==> src/rtl/ysyx_22040759_axi_arbiter.sv <==
// ----------------------------------------------------------------------------
// ysyx_22040759_axi_arbiter
//
// Purpose:
//   Shares the single AXI read/write master port between instruction fetch
//   (IF, read-only) and the load/store unit (MEM, read or write).
//   MEM has fixed priority over IF, but after MEM_STREAK_MAX consecutive MEM
//   grants taken while IF was waiting, the next grant goes to IF.
//   The winner's request fields are latched and held on the rw_* side until
//   the master reports completion. The response then comes back to the
//   winner as a one-cycle ready pulse.
//
// Ports:
//   clk, rst              clock (rising edge), async reset (active-low)
//   if_valid/if_addr      fetch request in
//   if_ready/if_data_read fetch completion pulse and read data
//   mem_valid/mem_wen/mem_addr/mem_size/mem_wdata/mem_wstrb
//                         load/store request in
//   mem_ready/mem_rdata   load/store completion pulse and load data
//   rw_valid/rw_req/rw_addr/rw_size/rw_w_data/rw_w_mask
//                         latched request towards the AXI master
//   rw_ready/rw_r_data/rw_resp
//                         completion, read data and response from the master
//   bus_err/bus_err_addr  sticky error flag and address of the first error
// ----------------------------------------------------------------------------
module ysyx_22040759_axi_arbiter #(
    parameter int MEM_STREAK_MAX = 4
) (
    input  logic        clk,
    input  logic        rst,
    input  logic        if_valid,
    input  logic [31:0] if_addr,
    output logic        if_ready,
    output logic [63:0] if_data_read,
    input  logic        mem_valid,
    input  logic        mem_wen,
    input  logic [31:0] mem_addr,
    input  logic [1:0]  mem_size,
    input  logic [63:0] mem_wdata,
    input  logic [7:0]  mem_wstrb,
    output logic        mem_ready,
    output logic [63:0] mem_rdata,
    output logic        rw_valid,
    output logic        rw_req,
    output logic [31:0] rw_addr,
    output logic [1:0]  rw_size,
    output logic [63:0] rw_w_data,
    output logic [7:0]  rw_w_mask,
    input  logic        rw_ready,
    input  logic [63:0] rw_r_data,
    input  logic [1:0]  rw_resp,
    output logic        bus_err,
    output logic [31:0] bus_err_addr
);

    localparam int STREAK_W = $clog2(MEM_STREAK_MAX) + 1;
    localparam logic [STREAK_W-1:0] STREAK_LIMIT = STREAK_W'(MEM_STREAK_MAX);

    typedef enum logic [1:0] {
        IDLE    = 2'd0,
        GNT_IF  = 2'd1,
        GNT_MEM = 2'd2,
        DONE    = 2'd3
    } state_t;

    state_t              state;
    logic [STREAK_W-1:0] streak;
    logic                mem_wins;

    // MEM wins unless IF is waiting and MEM has already used up its streak.
    assign mem_wins = mem_valid && !(if_valid && (streak == STREAK_LIMIT));

    // Single FSM with all outputs registered. Requester inputs are only
    // looked at in IDLE, so anything they do during a grant is ignored.
    // Reset drops rw_valid at once; an in-flight response is simply lost.
    always_ff @(posedge clk or negedge rst) begin
        if (!rst) begin
            state        <= IDLE;
            streak       <= '0;
            if_ready     <= 1'b0;
            if_data_read <= '0;
            mem_ready    <= 1'b0;
            mem_rdata    <= '0;
            rw_valid     <= 1'b0;
            rw_req       <= 1'b0;
            rw_addr      <= '0;
            rw_size      <= '0;
            rw_w_data    <= '0;
            rw_w_mask    <= '0;
            bus_err      <= 1'b0;
            bus_err_addr <= '0;
        end else begin
            case (state)
                IDLE: begin
                    if (mem_wins) begin
                        rw_valid  <= 1'b1;
                        rw_req    <= mem_wen;
                        rw_addr   <= mem_addr;
                        rw_size   <= mem_size;
                        rw_w_data <= mem_wdata;
                        rw_w_mask <= mem_wen ? mem_wstrb : 8'h00;
                        // The streak only grows while IF is actually kept waiting.
                        if (if_valid) begin
                            if (streak != STREAK_LIMIT) begin
                                streak <= streak + 1'b1;
                            end
                        end else begin
                            streak <= '0;
                        end
                        state <= GNT_MEM;
                    end else if (if_valid) begin
                        rw_valid  <= 1'b1;
                        rw_req    <= 1'b0;
                        rw_addr   <= if_addr;
                        rw_size   <= 2'd3;
                        rw_w_data <= '0;
                        rw_w_mask <= 8'h00;
                        streak    <= '0;
                        state     <= GNT_IF;
                    end
                end
                GNT_IF, GNT_MEM: begin
                    if (rw_ready) begin
                        rw_valid <= 1'b0;
                        if (state == GNT_MEM) begin
                            mem_rdata <= rw_r_data;
                            mem_ready <= 1'b1;
                        end else begin
                            if_data_read <= rw_r_data;
                            if_ready     <= 1'b1;
                        end
                        // Only the first error is recorded; the transfer still completes.
                        if ((rw_resp != 2'b00) && !bus_err) begin
                            bus_err      <= 1'b1;
                            bus_err_addr <= rw_addr;
                        end
                        state <= DONE;
                    end
                end
                DONE: begin
                    if_ready  <= 1'b0;
                    mem_ready <= 1'b0;
                    state     <= IDLE;
                end
                default: begin
                    state <= IDLE;
                end
            endcase
        end
    end

endmodule

==> config.mk <==
export PLATFORM = sky130hd
export DESIGN_NAME = ysyx_22040759_axi_arbiter
export DESIGN_NICKNAME = d
export VERILOG_FILES = /design/src/rtl/ysyx_22040759_axi_arbiter.sv
export SDC_FILE = /design/constraint.sdc
export NUM_CORES = 1
export LEC_CHECK = 0
export ABC_CLOCK_PERIOD_IN_PS = 2000
export CAP_MARGIN = 5
export CELL_PAD_IN_SITES_DETAIL_PLACEMENT = 0
export CELL_PAD_IN_SITES_GLOBAL_PLACEMENT = 2
export CORE_UTILIZATION = 27
export DETAILED_ROUTE_END_ITERATION = 8
export PLACE_DENSITY_LB_ADDON = 0.1
export SLEW_MARGIN = 20
export SYNTH_ARGS = -nofsm -noshare
export SYNTH_HDL_FRONTEND = slang
export SYNTH_SLANG_ARGS = --single-unit
==> constraint.sdc <==
create_clock -name clk -period 2 [get_ports clk]
set_input_delay 0.4 -clock clk [delete_from_list [all_inputs] [get_ports clk]]
set_output_delay 0.4 -clock clk [all_outputs]
set_load 0.01 [all_outputs]
# Yosys cells after proc, flatten, opt, wreduce, memory -nomap -nowiden
# Index checks and enable logic that the tools add are counted.
# totals
output_inout_bits	271
input_bits	210
word_cells	75
reg_bits	276
# op_classes
reduce_logical	20
n_addsub	1
n_eq_ne	10
muxes	29
bitwise	1
# op_table
cell	n
$mux 64	2
$mux 32	2
$mux 8	3
$reduce_and 3->1	7
$mux 3	4
$mux 2	5
$mux 1	9
$reduce_bool 2->1	4
$ne 2x2->1 const B	3
$ne 3x3->1 const B	2
$pmux 1 s2	3
$pmux 2 s3	1
$eq 2x2->1 const B	2
$reduce_and 2->1	2
$add 3x1->3 const B	1
$eq 3x3->1 const B	1
$logic_and 1x1->1	3
$ne 3x2->1 const B	1
$eq 2x1->1 const B	1
$logic_not 1->1	2
$logic_not 2->1	1
$reduce_or 2->1	1
$not 1->1	1

# Logic depth before layout (Yosys ltp)
# Gate-level depths: netlist (run 1).
# logic_depth
word_depth	6
mapped_depth	7
depth_no_buf	5

# Worst setup path before layout (run 1)
# Ideal clock, no wire load.
# synth_timing
kind	reg-to-reg
startpoint	register state[1]
endpoint	register bus_err_addr[10]
period_less_slack_ns	1.701
path_stages_with_launch	7
required_time_ns	1.873
t_arrival_ns	1.574
setup_slack_ns	0.299
path_cell_list	dfrtp_1 inv_1 ha_1 o211ai_1 nor2_2 buf_6 mux2_1
# synth_between
elab_chain_len	3
elab_cells_between_ends	4
cone_classes	eq/ne: 2; reduce/logical: 2
# synth_rtl
element	line_no	text
start: declaration	66	state_t state;
start signal: assignment	78	state <= IDLE;
start signal: assignment	110	state <= GNT_MEM;
start signal: assignment	119	state <= GNT_IF;
$eq 2x2->1 or $eq 2x1->1 (tied branches)	93	case (state)
$reduce_or 2->1 (*)	93	
$reduce_and 3->1 (no line) (*)	n/a	
end signal: assignment	135	bus_err_addr <= rw_addr;
end: declaration	53	output logic [31:0] bus_err_addr
# Every way passes the cells marked *; elsewhere a longest branch is shown, timed or not.
# A chain may end at the register's enable or synchronous reset.

# Worst setup path in the final report (run 1)
# layout_timing
startpoint	register rw_addr[4]
endpoint	output rw_addr[4]
# layout_lines
element	line_no	text
start: declaration	45	output logic [31:0] rw_addr,
start signal: assignment	98	rw_addr <= mem_addr;
start signal: assignment	114	rw_addr <= if_addr;
# No word-level cell between the ends.

==> reports/metrics.cfg, run 1 <==
[outcome]
status = complete, no violations

[worst_setup_path]
critical-path-top-delay-family = buffers and inverters
path_depth = 1
crit_type = reg2out
cp_slowest_stage_delay_ps = 570
r2r_cells = 5
cp.arrival_ps = 1500
crit_required_ps = 1600
critPathSlowestCell = clkdlybuf4s50_1
cp-start-kind = flop
path_buf_inv = 1
crit_chain = clkdlybuf4s50_1
critPathMaxFanout = 3
cp-end-kind = output port

[timing]
final.setup.tns_ps = 0
rsz0062_at_grt = yes
fin_skew_ps = 17.83
slew_viol_final = 0
tightestPinTransition_ps = 938.6
finalHoldViolations = 0
setup_viol = 0
period_share_pct = 94.77
fmax_ghz = 0.5276
maxSlewHeadroom_pct = 37.43
post-route-min-period_ps = 1895

[clock_network]
clkTransAtPathRegs_ps = 50
cts_tree = done
cts_max_level = 2
numCtsBuffers = 35
cts.sinks = 276
clock_path_buffers = 3
cts_root_buf = clkbuf_16
clkLatencyLatePin_ps = 520

[finish]
areaGrowthSynthToFinish_pct = 62.29
nets = 1464
fill_cells = 3726
final_core_util_pct = 44.54
fin_cells = 1794
drive_above_1_share_pct = 11.92

[route]
drt-total-wl_um = 36650
via_count = 8074
drc_errors = 0
vias_per_cell = 4.501
drtIter0Drc = 279
ant_nets = 0
wl_per_cell_um = 20.43
first_pass_iters = 4

[synth]
yosysWarnings = 0
yosysUniqueCellTypes = 35
ys.flop_type = dfrtp_1
postSynthAreaPerCell_um2 = 14.80
synthCells = 740
yosysSeqAreaShare_pct = 63.04
synth_compound_area_share_pct = 10.69
syn_nets = 956
synth_fa_ha_area_share_pct = 0.6852
synth-seq-cells = 276
synth_xor_xnor_area_share_pct = 0
synthesis.area_mm2 = 0.01096
synth_top_family_by_area = multiplexers
synth.area.mux_share_pct = 16.82
async_reset_ff_share_pct = 100.0
yosys.area_share.simple_pct = 5.265
synth_enable_flop_cells = 0

[global_routing]
grtUsageTotal_pct = 17.79
grt_pass1_wl_um = 55510
grt_max_degree = 65
overflow = 0
grt_pass1_vias = 8734
antenna_found_initial = 3

[placed_design]
dp_cells = 1735
io_buffers = 480
place_congestion = 0.7693
hpwl_um = 26810

[floorplanning]
die_area_mm2 = 0.04139
core_mm2 = 0.03991
std_cell_rows = 73
boundaryPins = 481
initial_core_util_pct = 27.45
die_w_um = 203.4
fp.dieH_um = 203.4

[power]
finalPower_mw = 28.60
p_leak_nw = 7.607
power.density_mw_per_mm2 = 1609
ir_drop_mv = 0.5325

[min_path]
hp-class = in2async

[run]
drv_cap = 0

layout by cell type, fill, tap and decap left out, types with 3 or more instances in the layout:
cell and n:
a22o_1 73, buf_12 19, buf_4 25, clkbuf_16 35, clkbuf_8 7, clkdlybuf4s50_1 476
clkinv_2 6, dfrtp_1 276, dlymetal6s2s_1 3, ha_1 5, inv_1 7, mux2_1 150
mux2_2 11, mux2i_1 3, nand2_1 64, nand2b_1 4, nand4_1 32, o211ai_1 3
o211ai_2 30, o2bb2ai_1 3
kinds of logic after synthesis:
| group | count (synthesis) |
|---|---|
| DFF | 276 |
| and+or+nand+nor | 112 |
| AOI/OAI and AO/OA | 121 |
| adders and majority gates | 6 |
| buffers and inverters | 61 |
| muxes | 164 |
timing repair:
item	4_1_cts	5_1_grt
hold buffers	1	0
endpoints found under the setup margin	0	67
resized for setup	0	5
endpoints found under the hold margin	26	0
setup buffers	0	0
stage by stage:
stage	setup WS, ps	hold WS [ps]	instance area (um2)
after floorplan	298.7	104.4	10960
after global placement	-165.7	311.0	16650
after detailed placement	-200.0	310.7	16650
after CTS	2.474	333.9	17760
after global routing	-11.26	366.3	17780
final	104.6	355.7	17780
worst paths after layout:
kind / start / endpoint / slack (ps)
setup / recovery: rw_addr[4] / rw_addr[4] / 100
min in group clk: if_addr[26] / rw_addr[26] / 450
hold reg to reg: bus_err_addr[15] / bus_err_addr[15] / 480
max in group asynchronous: rst / bus_err_addr[0] / 980
hold / removal: rst / rw_w_data[61] / 360
setup reg to reg: streak[0] / rw_w_data[57] / 130
per-layer routing:
layer  track usage, %  part of all wire, %  vias to the layer above
met5                0                0.030                        -
met1            21.57                   40                     3980
met4            6.230                  2.6                        2
li1                 -                    -                     3724
met2            28.36                   47                      320
met3            7.319                   10                       48
power by group:
| group | total [mW] | internal (mW) | switching (mW) |
|---|---|---|---|
| clock network | 6.11 | 3.70 | 2.41 |
| logic | 12.8 | 7.40 | 5.44 |
| registers | 9.66 | 8.19 | 1.47 |
| total | 28.6 | 19.3 | 9.31 |
synth_stat cells (3+ instances only):
| library cell | number | area (um2) |
|---|---|---|
| o2bb2ai_1 | 3 | 26.28 |
| buf_2 | 24 | 120.1 |
| clkbuf_1 | 13 | 48.80 |
| nand4_1 | 32 | 200.2 |
| mux2_1 | 150 | 1689 |
| mux2i_1 | 3 | 30.03 |
| dfrtp_1 | 276 | 6907 |
| o211ai_2 | 30 | 375.4 |
| ha_1 | 6 | 75.07 |
| mux2_2 | 11 | 123.9 |
| nand2_1 | 65 | 244.0 |
| o211ai_1 | 3 | 22.52 |
| a22o_1 | 73 | 639.4 |
| inv_1 | 7 | 26.28 |
| buf_6 | 16 | 180.2 |
| nand2b_1 | 4 | 25.02 |
registers in the layout (all words and copies together) (netlist names), 2 cells and up:
signal        flops
streak            3
mem_rdata        64
bus_err_addr     32
rw_w_data        64
rw_addr          32
if_data_read     64
rw_w_mask         8
state             2
rw_size           2
layout make-up:
class	count	area (um2)	area share (%)
inverter	7	26.28	0.1478
timing repair buffer	525	5395	30.34
clock buffer	44	979.7	5.510
sequential	276	6907	38.85
multi-input combinational	403	3687	20.74
tap	525	656.9	3.695
antenna	2	5.005	0.02815
clock inverter	12	122.6	0.6897
No activity file was read; power rests on OpenSTA's default activity.
==> run 2: changes to the inputs <==
Settings changed: CELL_PAD_IN_SITES_DETAIL_PLACEMENT 0 to 1, SETUP_SLACK_MARGIN set to 0.5.
==> run 2 against run 1 <==
Wire length is 22% higher. First-iteration DRC count is 15% lower. Via count is 12% higher. Maximum frequency is 4.0% higher. Power is 11% higher. Sequential share of layout area is 3.4 points lower. Clock power is 2% lower. Largest power group unchanged. Critical path depth is 7 higher. Design area is 9.7% higher. Non-clock buffer count is 163 higher.
==> reports/metrics.cfg, run 2 (synthesized netlist as in run 1, its figures left out) <==
[outcome]
status = complete, no violations

[worst_setup_path]
r2r_slack_ps = 180
cp_slowest_stage_delay_ps = 360
crit_chain = inv_2, ha_4, o211ai_1, nor2_4, buf_6, buf_6, buf_12, mux2_4
path_buf_inv = 4
path_common_cell = buf_6
critical-path-top-delay-family = buffers and inverters
crit_type = reg2reg
crit_required_ps = 2400
critPathSlowestCell = dfrtp_1
cp-end-kind = flop
cp.arrival_ps = 2220
critPathMaxFanout = 7
cp-start-kind = flop

[timing]
slew_viol_final = 0
rsz0062_at_grt = yes
tightestPinTransition_ps = 403.8
post-route-min-period_ps = 1823
maxSlewHeadroom_pct = 73.08
finalHoldViolations = 0
fin_skew_ps = 18.19
period_share_pct = 91.17
setup_viol = 0
hold_ws_ps = 404.2
fmax_ghz = 0.5484

[placed_design]
place_congestion = 0.7508
hpwl_um = 28600
io_buffers = 480
post_dp_cell_area_mm2 = 0.01676

[finish]
reg.largest.list = if_data_read (64), mem_rdata (64), rw_w_data (64)
nets = 1631
design_area_mm2 = 0.01951
areaGrowthSynthToFinish_pct = 78.09
mostFrequentLayoutCells = dfrtp_1, clkdlybuf4s50_1, clkbuf_2, buf_4, mux2_4
final_common_cell = dfrtp_1
drive_above_1_share_pct = 49.51

[route]
via_count = 9018
drt-total-wl_um = 44880
vias_per_cell = 4.599
drtIter0Drc = 237
drc_errors = 0
first_pass_iters = 4
wl_per_cell_um = 22.89
ant_nets = 0

[global_routing]
antenna_found_initial = 2
grt_pass1_vias = 9784
overflow = 0
grt_max_degree = 44
grt_pass1_wl_um = 63290
grtUsageTotal_pct = 20.46

[clock_network]
cts_root_buf = clkbuf_16
numCtsBuffers = 35
cts.sinks = 276
clkLatencyLatePin_ps = 530
clock_path_buffers = 3
clkTransAtPathRegs_ps = 60
cts_max_level = 2
cts_tree = done

[floorplanning]
core_mm2 = 0.03991
fp.dieH_um = 203.4
die_w_um = 203.4
boundaryPins = 481
std_cell_rows = 73
die_area_mm2 = 0.04139
initial_core_util_pct = 27.45

[power]
power.density_mw_per_mm2 = 1633
finalPower_mw = 31.86
ir_drop_mv = 0.7393
p_leak_nw = 9.453

[min_path]
hp-class = in2async

[run]
drv_cap = 0

==> run 2: cell count changes in the layout (fill, tap and decap cells not counted), moves of 9 or more <==
cell             before  now
clkdlybuf4s50_1     476  208
clkbuf_2              0  140
buf_4                25  128
mux2_4                0   90
buf_6                 0   86
mux2_1              150   71
buf_2                 0   57
nand2_1              64   31
nand2_4               2   25
buf_12               19   36
clkbuf_16            35   48
buf_16                0   11
mux2_2               11    0
nand2_2               0    9
==> run 2: cell type report <==
cell class	instances	area, um2
fill	4131	20400
sequential	276	6909
multi-input combinational	407	4372
antenna	2	5.005
clock inverter	7	63.81
inverter	7	30.03
clock buffer	49	998.5
timing repair buffer	688	6476
tap	525	656.9
==> run 2: per-stage QoR <==
step / setup WS (ps) / util (%) / instances / setup TNS [ps]
floorplan: 319.7 / - / 740 / 0
global placement: -245.8 / 41.98 / 1743 / -15720
detailed placement: -273.5 / 41.98 / 1743 / -17120
CTS: 200.6 / 46.44 / 1897 / 0
global route: 83.81 / 48.88 / 1961 / 0
finish: 176.7 / 48.88 / 1961 / 0
==> run 2: path summary, 6_finish.rpt <==
kind,from,to,cells past startpoint
setup / recovery,state[0],bus_err_addr[18],8
hold / removal,rst,rw_w_data[51],2
setup reg to reg,state[0],bus_err_addr[18],8
hold reg to reg,bus_err_addr[21],bus_err_addr[21],1
max in group asynchronous,rst,bus_err_addr[19],4
min in group clk,if_addr[26],rw_addr[26],3
==> run 2: repair_timing <==
item / 4_1_cts / 5_1_grt
endpoints found under the setup margin: 530 / 482
resized for setup: 800 / 495
pin swaps: 54 / 63
setup buffers: 83 / 45
hold buffers: 1 / 0
gates cloned: 14 / 17
hold endpoints to repair: 36 / 0
==> run 2: where the power goes <==
part           switching, mW  internal (mW)  leakage (nW)
registers               1.57           8.20          3.40
logic                   7.02           9.06          5.52
clock network           2.43           3.58         0.528
total                   11.0           20.8          9.45
==> run 2: layer usage <==
layer  up-vias  part of all wire [%]  track usage (%)  routed length, um
li1       4055                     -                -                  -
met1      4596                    41            24.31              18230
met2       315                    50            34.26              22300
met3        52                   7.7            7.047               3461
met4         0                   2.0            7.143                882
met5         -                     0                0                  0
